### config.mk
export PLATFORM = sky130hd
export DESIGN_NAME = int_div_unit
export DESIGN_NICKNAME = d
export VERILOG_FILES = /design/src/rtl/riscv_types_pkg.sv /design/src/rtl/int_div_unit.sv
export SDC_FILE = /design/constraint.sdc
export NUM_CORES = 1
export LEC_CHECK = 0
export ABC_AREA = 1
export ABC_CLOCK_PERIOD_IN_PS = 10700
export CORE_MARGIN = 10
export CORE_UTILIZATION = 46
export CTS_BUF_LIST = sky130_fd_sc_hd__clkbuf_8
export CTS_CLUSTER_DIAMETER = 30
export DETAILED_ROUTE_END_ITERATION = 10
export PLACE_DENSITY = 0.66
export SLEW_MARGIN = 30
export SYNTH_ARGS = -nofsm -noshare
export SYNTH_HDL_FRONTEND = slang
export SYNTH_SLANG_ARGS = --single-unit
### constraint.sdc
create_clock -name clk -period 10.7 [get_ports clk]
set_clock_uncertainty 0.2 [all_clocks]
set_input_delay 2.675 -clock clk [delete_from_list [all_inputs] [get_ports clk]]
set_output_delay 2.675 -clock clk [all_outputs]
set_load 0.01 [all_outputs]
### src/rtl/riscv_types_pkg.sv
// Shared RISC-V execution-unit types: divider operation encoding and iteration count.
// The helpers classify an operation as signed and/or remainder-producing.
package riscv_types;

   typedef enum logic [1:0] {
      DIV  = 2'b00,
      DIVU = 2'b01,
      REM  = 2'b10,
      REMU = 2'b11
   } div_op_t;

   localparam int DIV_ITER = 32;

   function automatic logic is_signed_op(input div_op_t op);
      return (op == DIV) || (op == REM);
   endfunction

   function automatic logic is_rem_op(input div_op_t op);
      return (op == REM) || (op == REMU);
   endfunction

endpackage

### src/rtl/int_div_unit.sv
// Iterative 32-bit integer divider: restoring radix-2 on magnitudes, one quotient bit per cycle.
// Handshake: p_start is accepted in IDLE, or in DONE with stall low; p_last marks DONE, held while stall is high.
module int_div_unit
   import riscv_types::*;
(
   input  logic        clk,
   input  logic        reset,
   input  logic        p_start,
   input  div_op_t     div_op,
   input  logic [31:0] rs1_data,
   input  logic [31:0] rs2_data,
   input  logic        kill,
   input  logic        stall,
   output logic [31:0] result,
   output logic        p_last,
   output logic        busy
);

   typedef enum logic [1:0] {
      IDLE = 2'd0,
      CALC = 2'd1,
      DONE = 2'd2
   } state_t;

   localparam logic [5:0] LAST_CNT = 6'(DIV_ITER - 1);

   state_t      state_q, state_d;
   logic [5:0]  cnt_q, cnt_d;
   logic [31:0] quo_q, quo_d;
   logic [31:0] rem_q, rem_d;
   logic [31:0] dsr_q, dsr_d;
   logic [31:0] result_q, result_d;
   div_op_t     op_q, op_d;
   logic        q_neg_q, q_neg_d;
   logic        r_neg_q, r_neg_d;

   logic        in_signed;
   logic        a_neg, b_neg;
   logic [31:0] a_abs, b_abs;
   logic        div_zero, sgn_ovf;
   logic        launch;

   logic [32:0] shifted;
   logic [33:0] trial;
   logic        q_bit;
   logic [31:0] quo_nx, rem_nx;
   logic [31:0] quo_fix, rem_fix, final_res;
   logic        unused_trial_bit;

   assign in_signed = is_signed_op(div_op);
   assign a_neg     = in_signed & rs1_data[31];
   assign b_neg     = in_signed & rs2_data[31];
   assign a_abs     = a_neg ? (~rs1_data + 32'd1) : rs1_data;
   assign b_abs     = b_neg ? (~rs2_data + 32'd1) : rs2_data;
   assign div_zero  = (rs2_data == 32'd0);
   assign sgn_ovf   = in_signed && (rs1_data == 32'h8000_0000) && (rs2_data == 32'hFFFF_FFFF);

   assign launch = p_start && !kill &&
                   ((state_q == IDLE) || ((state_q == DONE) && !stall));

   // quo_q starts as the dividend magnitude and shifts out its MSB while quotient bits shift in
   assign shifted          = {rem_q, quo_q[31]};
   assign trial            = {1'b0, shifted} - {2'b00, dsr_q};
   assign q_bit            = ~trial[33];
   assign rem_nx           = q_bit ? trial[31:0] : shifted[31:0];
   assign quo_nx           = {quo_q[30:0], q_bit};
   assign unused_trial_bit = trial[32];

   assign quo_fix   = q_neg_q ? (~quo_nx + 32'd1) : quo_nx;
   assign rem_fix   = r_neg_q ? (~rem_nx + 32'd1) : rem_nx;
   assign final_res = is_rem_op(op_q) ? rem_fix : quo_fix;

   always_comb begin
      state_d  = state_q;
      cnt_d    = cnt_q;
      quo_d    = quo_q;
      rem_d    = rem_q;
      dsr_d    = dsr_q;
      result_d = result_q;
      op_d     = op_q;
      q_neg_d  = q_neg_q;
      r_neg_d  = r_neg_q;

      if (kill) begin
         state_d = IDLE;
      end else if (launch) begin
         op_d    = div_op;
         q_neg_d = a_neg ^ b_neg;
         r_neg_d = a_neg;
         quo_d   = a_abs;
         rem_d   = '0;
         dsr_d   = b_abs;
         cnt_d   = '0;
         // divide-by-zero and signed overflow bypass the iteration entirely
         if (div_zero) begin
            state_d  = DONE;
            result_d = is_rem_op(div_op) ? rs1_data : 32'hFFFF_FFFF;
         end else if (sgn_ovf) begin
            state_d  = DONE;
            result_d = is_rem_op(div_op) ? 32'd0 : 32'h8000_0000;
         end else begin
            state_d = CALC;
         end
      end else begin
         case (state_q)
            CALC: begin
               cnt_d = cnt_q + 6'd1;
               quo_d = quo_nx;
               rem_d = rem_nx;
               if (cnt_q == LAST_CNT) begin
                  state_d  = DONE;
                  result_d = final_res;
               end
            end
            DONE: begin
               if (!stall) state_d = IDLE;
            end
            default: ;
         endcase
      end
   end

   always_ff @(posedge clk or posedge reset) begin
      if (reset) begin
         state_q  <= IDLE;
         cnt_q    <= '0;
         quo_q    <= '0;
         rem_q    <= '0;
         dsr_q    <= '0;
         result_q <= '0;
         op_q     <= DIV;
         q_neg_q  <= 1'b0;
         r_neg_q  <= 1'b0;
      end else begin
         state_q  <= state_d;
         cnt_q    <= cnt_d;
         quo_q    <= quo_d;
         rem_q    <= rem_d;
         dsr_q    <= dsr_d;
         result_q <= result_d;
         op_q     <= op_d;
         q_neg_q  <= q_neg_d;
         r_neg_q  <= r_neg_d;
      end
   end

   assign result = result_q;
   assign p_last = (state_q == DONE);
   assign busy   = (state_q == CALC);

   // a new start while iterating is dropped by the FSM; it indicates an upstream protocol bug
   p_start_in_calc: assert property (@(posedge clk) disable iff (reset)
                                     !((state_q == CALC) && p_start));

endmodule
Word-level counts from Yosys, hierarchy flattened
Index checks and enable logic that the tools add are counted.
{"block": "op_classes", "addsub": 6, "n_eq_ne": 12, "n_mux": 26, "bitwise_logic": 9, "n_reduce_logical": 21}
{"operator": "32-bit two-way mux", "count": 17}
{"operator": "32-bit by 1-bit adder with 32-bit output, second input constant", "count": 4}
{"operator": "32-bit inverter", "count": 4}
{"operator": "32-bit equality test, second input constant", "count": 2}
{"operator": "33-bit by 32-bit subtractor with 34-bit output", "count": 1}
{"operator": "32-bit zero test", "count": 1}
{"operator": "2-bit two-way mux", "count": 6}
{"operator": "6-bit two-way mux", "count": 2}
{"operator": "2-bit equality test, second input constant", "count": 5}
{"operator": "6-bit by 1-bit adder with 6-bit output, second input constant", "count": 1}
{"operator": "6-bit by 5-bit equality test with 1-bit output, second input constant", "count": 1}
{"operator": "1-bit logical AND", "count": 5}
{"operator": "2-bit zero test", "count": 2}
{"operator": "1-bit logical OR", "count": 4}
{"operator": "4-bit by 2-bit != test with 1-bit output, second input constant", "count": 1}
{"operator": "4-bit by 3-bit != test with 1-bit output, second input constant", "count": 1}
{"operator": "2-bit case mux with 2 select lines", "count": 1}
{"operator": "2-bit AND reduction", "count": 2}
{"operator": "4-bit AND reduction", "count": 1}
{"operator": "2-bit nonzero test", "count": 2}
{"operator": "4-bit nonzero test", "count": 1}
{"operator": "3-bit != test, second input constant", "count": 1}
{"operator": "3-bit AND reduction", "count": 1}
{"operator": "1-bit bitwise AND", "count": 2}
{"operator": "4 further kinds", "count": 6}
{"block": "word_totals", "regBits": 140, "output_inout_bits": 34}

Depth between registers and ports, before layout
{"block": "depth", "depth_word": 9, "mapped_depth": 33}

Least setup slack after synthesis
Ideal clock, no wire load.
{"block": "synth_path", "path_type": "input-to-reg", "start": "in rs1_data[0]", "end": "reg result_q[2], in the netlist result[2]", "setup_ns": 0.125, "t_arrival_ns": 4.705, "path_slack_ns": 5.670, "cell_stages": 20, "path_cell_list": "inv_1 -> ha_1 -> inv_1 -> nor3_2 -> nand2_1 -> nor2_1 -> nand2_1 -> nor3_2 -> nand2_1 -> nor2_1 -> nand2_1 -> nor2_1 -> inv_1 -> nor2_2 -> nand4_1 -> o21ai_1 -> nand2_2 -> buf_2 -> nand2_1 -> nand2_1"}
{"block": "synth_via", "elab_chain_len": 5}
{"item": "start: declaration", "line_no": "int_div_unit.sv:10", "text": "input logic [31:0] rs1_data,"}
{"item": "32-bit equality test", "line_no": "int_div_unit.sv:56", "text": "assign sgn_ovf = in_signed && (rs1_data == 32'h8000_0000) && (rs2_data == 32'hFFFF_FFFF);"}
{"item": "1-bit logical AND (2 in series)", "line_no": "int_div_unit.sv:56"}
{"item": "3-bit != test (no line)"}
{"item": "4-bit AND reduction (no line)"}
{"item": "end signal: assignment", "line_no": "int_div_unit.sv:140", "text": "result_q <= result_d;"}
{"item": "end: declaration", "line_no": "int_div_unit.sv:32", "text": "logic [31:0] result_q, result_d;"}
No other way between the ends.
A chain may end at the register's enable or synchronous reset.

Worst setup path after layout
{"block": "layout_path", "start": "in kill", "end": "reg result_q[0], in the netlist result[0]"}
{"block": "layout_via", "elab_chain_len": 5}
{"item": "start: declaration", "line_no": "int_div_unit.sv:12", "text": "input logic kill,"}
{"item": "1-bit zero test", "line_no": "int_div_unit.sv:58", "text": "assign launch = p_start && !kill &&"}
{"item": "1-bit logical AND (2 in series)", "line_no": "int_div_unit.sv:58"}
{"item": "3-bit != test (no line) / 2-bit nonzero test (equally long branches)"}
{"item": "4-bit AND reduction (no line)"}
Several ways; a longest one is shown, not always the timed one.

==> results_dict.tcl <==
set metrics [dict create \
    grt_max_degree 96 \
    powerDensity_nw_per_um2 356 \
    antenna_cells 0 \
    mostFrequentLayoutCell "nand2_1" \
    drive_above_1_share_pct 5.13 \
    rrSetupSlack_ns 5.10 \
    cts_setup_buffers 0 \
    dieArea_um2 34400 \
    fillers 2776 \
    die_w_um 185 \
    dpl-instance-area_um2 13800 \
    path_cells "clkdlybuf4s50_1, inv_1, nand4_1, buf_4, clkinv_1, buf_4, a21oi_2, clkinv_1, nand2_2, inv_1, nor2_1, a31oi_1" \
    p_leak_nw 7.17 \
    initial_core_util_pct 46.7 \
    synthDistinctLibCells 53 \
    wirelength_um 44200 \
    synth_seq_cells 139 \
    critPathKind "in -> reg" \
    track_usage_pct 25.7 \
    synth_enable_flop_cells 0 \
    drcViolationCount 0 \
    rsz0062_at_grt "no" \
    io_buffers 104 \
    multiInputGateArea_um2 7650 \
    worst_hold_path_type "reg -> reg" \
    synthCells 2049 \
    regArea_um2 3480 \
    pin_count 105 \
    min-delay-start "result[30]$_DFFE_PP0P_" \
    grt_pass1_vias 12600 \
    design_area_um2 14300 \
    fmaxAchievable_mhz 143 \
    setup_viol_count_final 0 \
    first_pass_iters 8 \
    ys.flop_type "dfrtp_1" \
    area_delta_synth_final_pct 13.5 \
    critical_path_required_ns 10.86 \
    dp_hpwl_um 34200 \
    syn_area_per_cell_um2 6.14 \
    worst_pin_slew_ns 0.944 \
    hold_depth 2 \
    status "finished, final reports clean" \
    gp_congestion 0.997 \
    cts_resized 0 \
    vias 13500 \
    slew_headroom_pct 36.6 \
    cts_tree "done" \
    final-hold-violation-count 0 \
    coreArea_um2 27000 \
    end_kind "flip-flop" \
    final_nets 2223 \
    reg2reg_to "result[30]$_DFFE_PP0P_" \
    cp.arrival_ns 7.14 \
    drv_cap 0 \
    cts.path.max_buffers 2 \
    r2r_cells 30 \
    rows 60 \
    layout_common_cells "nand2_1 (627), inv_1 (293), nor2_1 (195)" \
    vdd_drop_max_v 0.000250 \
    gr-total-overflow 0 \
    drt_iter0_markers 1479 \
    period_share_pct 65.3 \
    grt_pass1_wl_um 69400 \
    layout_min_cycle_time_ns 6.99 \
    cts_buffers 17 \
    crit_path_max_fanout 53 \
    antenna_left 0 \
    cts.clk_slew.worst_paths_ns 0.09 \
    viasPerCell 5.48 \
    finalSetupTns_ns 0 \
    wl_per_cell_um 17.9 \
    worstSkewPairLatency_ns 0.48 \
    yosysWarnings 0 \
    start_kind "input pin" \
    cpPeakStageDelay_ns 0.84 \
    report.final.slew_viol_count 0 \
    r2r-start "dsr_q[20]$_DFFE_PP0P_" \
    synth.yosys.seq_area_share_pct 27.6 \
    root_buffer "clkbuf_8" \
    async_reset_ff_share_pct 100 \
    holdPathEnd "result[30]$_DFFE_PP0P_" \
    cts_sinks 139 \
    syn-cell-area_um2 12600 \
    htree_levels 4 \
    antenna_found_initial 0 \
    die_h_um 185 \
    crit_slowest_cell "nand2_2" \
    hold_buffers 0 \
    syn-num-nets 2159 \
]
==> Yosys cell counts (all sizes together), types with 12 or more instances <==
| cell type | n | area, um2 |
|---|---|---|
| a211oi | 12 | 90.1 |
| a21oi | 53 | 269 |
| buf | 25 | 134 |
| clkbuf | 46 | 173 |
| dfrtp | 139 | 3480 |
| ha | 38 | 475 |
| inv | 304 | 1140 |
| nand2 | 646 | 2510 |
| nand3 | 171 | 878 |
| nand4 | 33 | 206 |
| nor2 | 208 | 832 |
| nor3 | 34 | 211 |
| o211ai | 23 | 173 |
| o21ai | 180 | 912 |
| xor2 | 59 | 517 |
==> registers in the layout, indices dropped and copies added, names as in the netlist <==
register and count:
dsr_q 32, op_q 1, r_neg_q 1, rem_q 32, state_q 2, q_neg_q 1
cnt_q 6, result 32, quo_q 32
==> layout make-up <==
cell class                 instances  share of cell area (%)
sequential                       139                    24.4
inverter                         308                    8.15
clock buffer                      17                    1.64
multi-input combinational       1531                    53.6
clock inverter                    15                    1.37
tap                              341                    2.99
timing repair buffer             116                    7.92
==> power by group <==
| group | switching, mW | internal, mW |
|---|---|---|
| Combinational | 2.50 | 1.14 |
| Clock | 0.239 | 0.255 |
| Sequential | 0.215 | 0.732 |
==> worst max-delay path, delay by kind of cell <==
| kind | cells | cell delay [ns] |
|---|---|---|
| buf+inv | 7 | 2.61 |
| simple gates | 3 | 1.12 |
| compound gates | 2 | 0.69 |
==> cell families after synthesis <==
kind of cell / after synthesis / share of synthesized area (%)
AND/OR/NAND/NOR: 1121 / 38.4
buffers and inverters: 379 / 11.6
AO/OA/AOI/OAI: 308 / 14.0
flip-flops: 139 / 27.6
XOR/XNOR: 63 / 4.39
adder cells (fa/ha/maj): 39 / 3.94
==> layer usage <==
metal  vias to the layer above  share of wire [%]  GRT usage [%]
li1                       6700                  -              -
met1                      6244                 48           37.4
met2                       511                 43           37.8
met3                        60                7.4           5.02
met4                         0                2.0           6.57
met5                         -                  0              0
==> through the flow <==
stage               power, mW  util, %  std cells  worst slack (ns)  hold slack, ns
floorplan                3.50        -       2049              4.10           0.253
global placement         4.48     51.4       2435              2.99           0.267
detailed placement       4.50     51.4       2435              2.82           0.268
CTS                      5.01     53.0       2467              3.32           0.293
global route             5.55     53.0       2467              3.45           0.303
finish                   5.08     53.0       2467              3.71           0.286
==> worst max path at each step <==
stage | start | end | cells after the start
2_1_floorplan | reset | cnt_q[0]$_DFFE_PP0P_ | 1
3_3_place_gp | kill | result[0]$_DFFE_PP0P_ | 12
3_5_place_dp | kill | result[0]$_DFFE_PP0P_ | 12
4_1_cts | kill | result[0]$_DFFE_PP0P_ | 12
5_1_grt | kill | result[0]$_DFFE_PP0P_ | 12
6_report | kill | result[0]$_DFFE_PP0P_ | 12
Power figures use the tool's default switching activity.
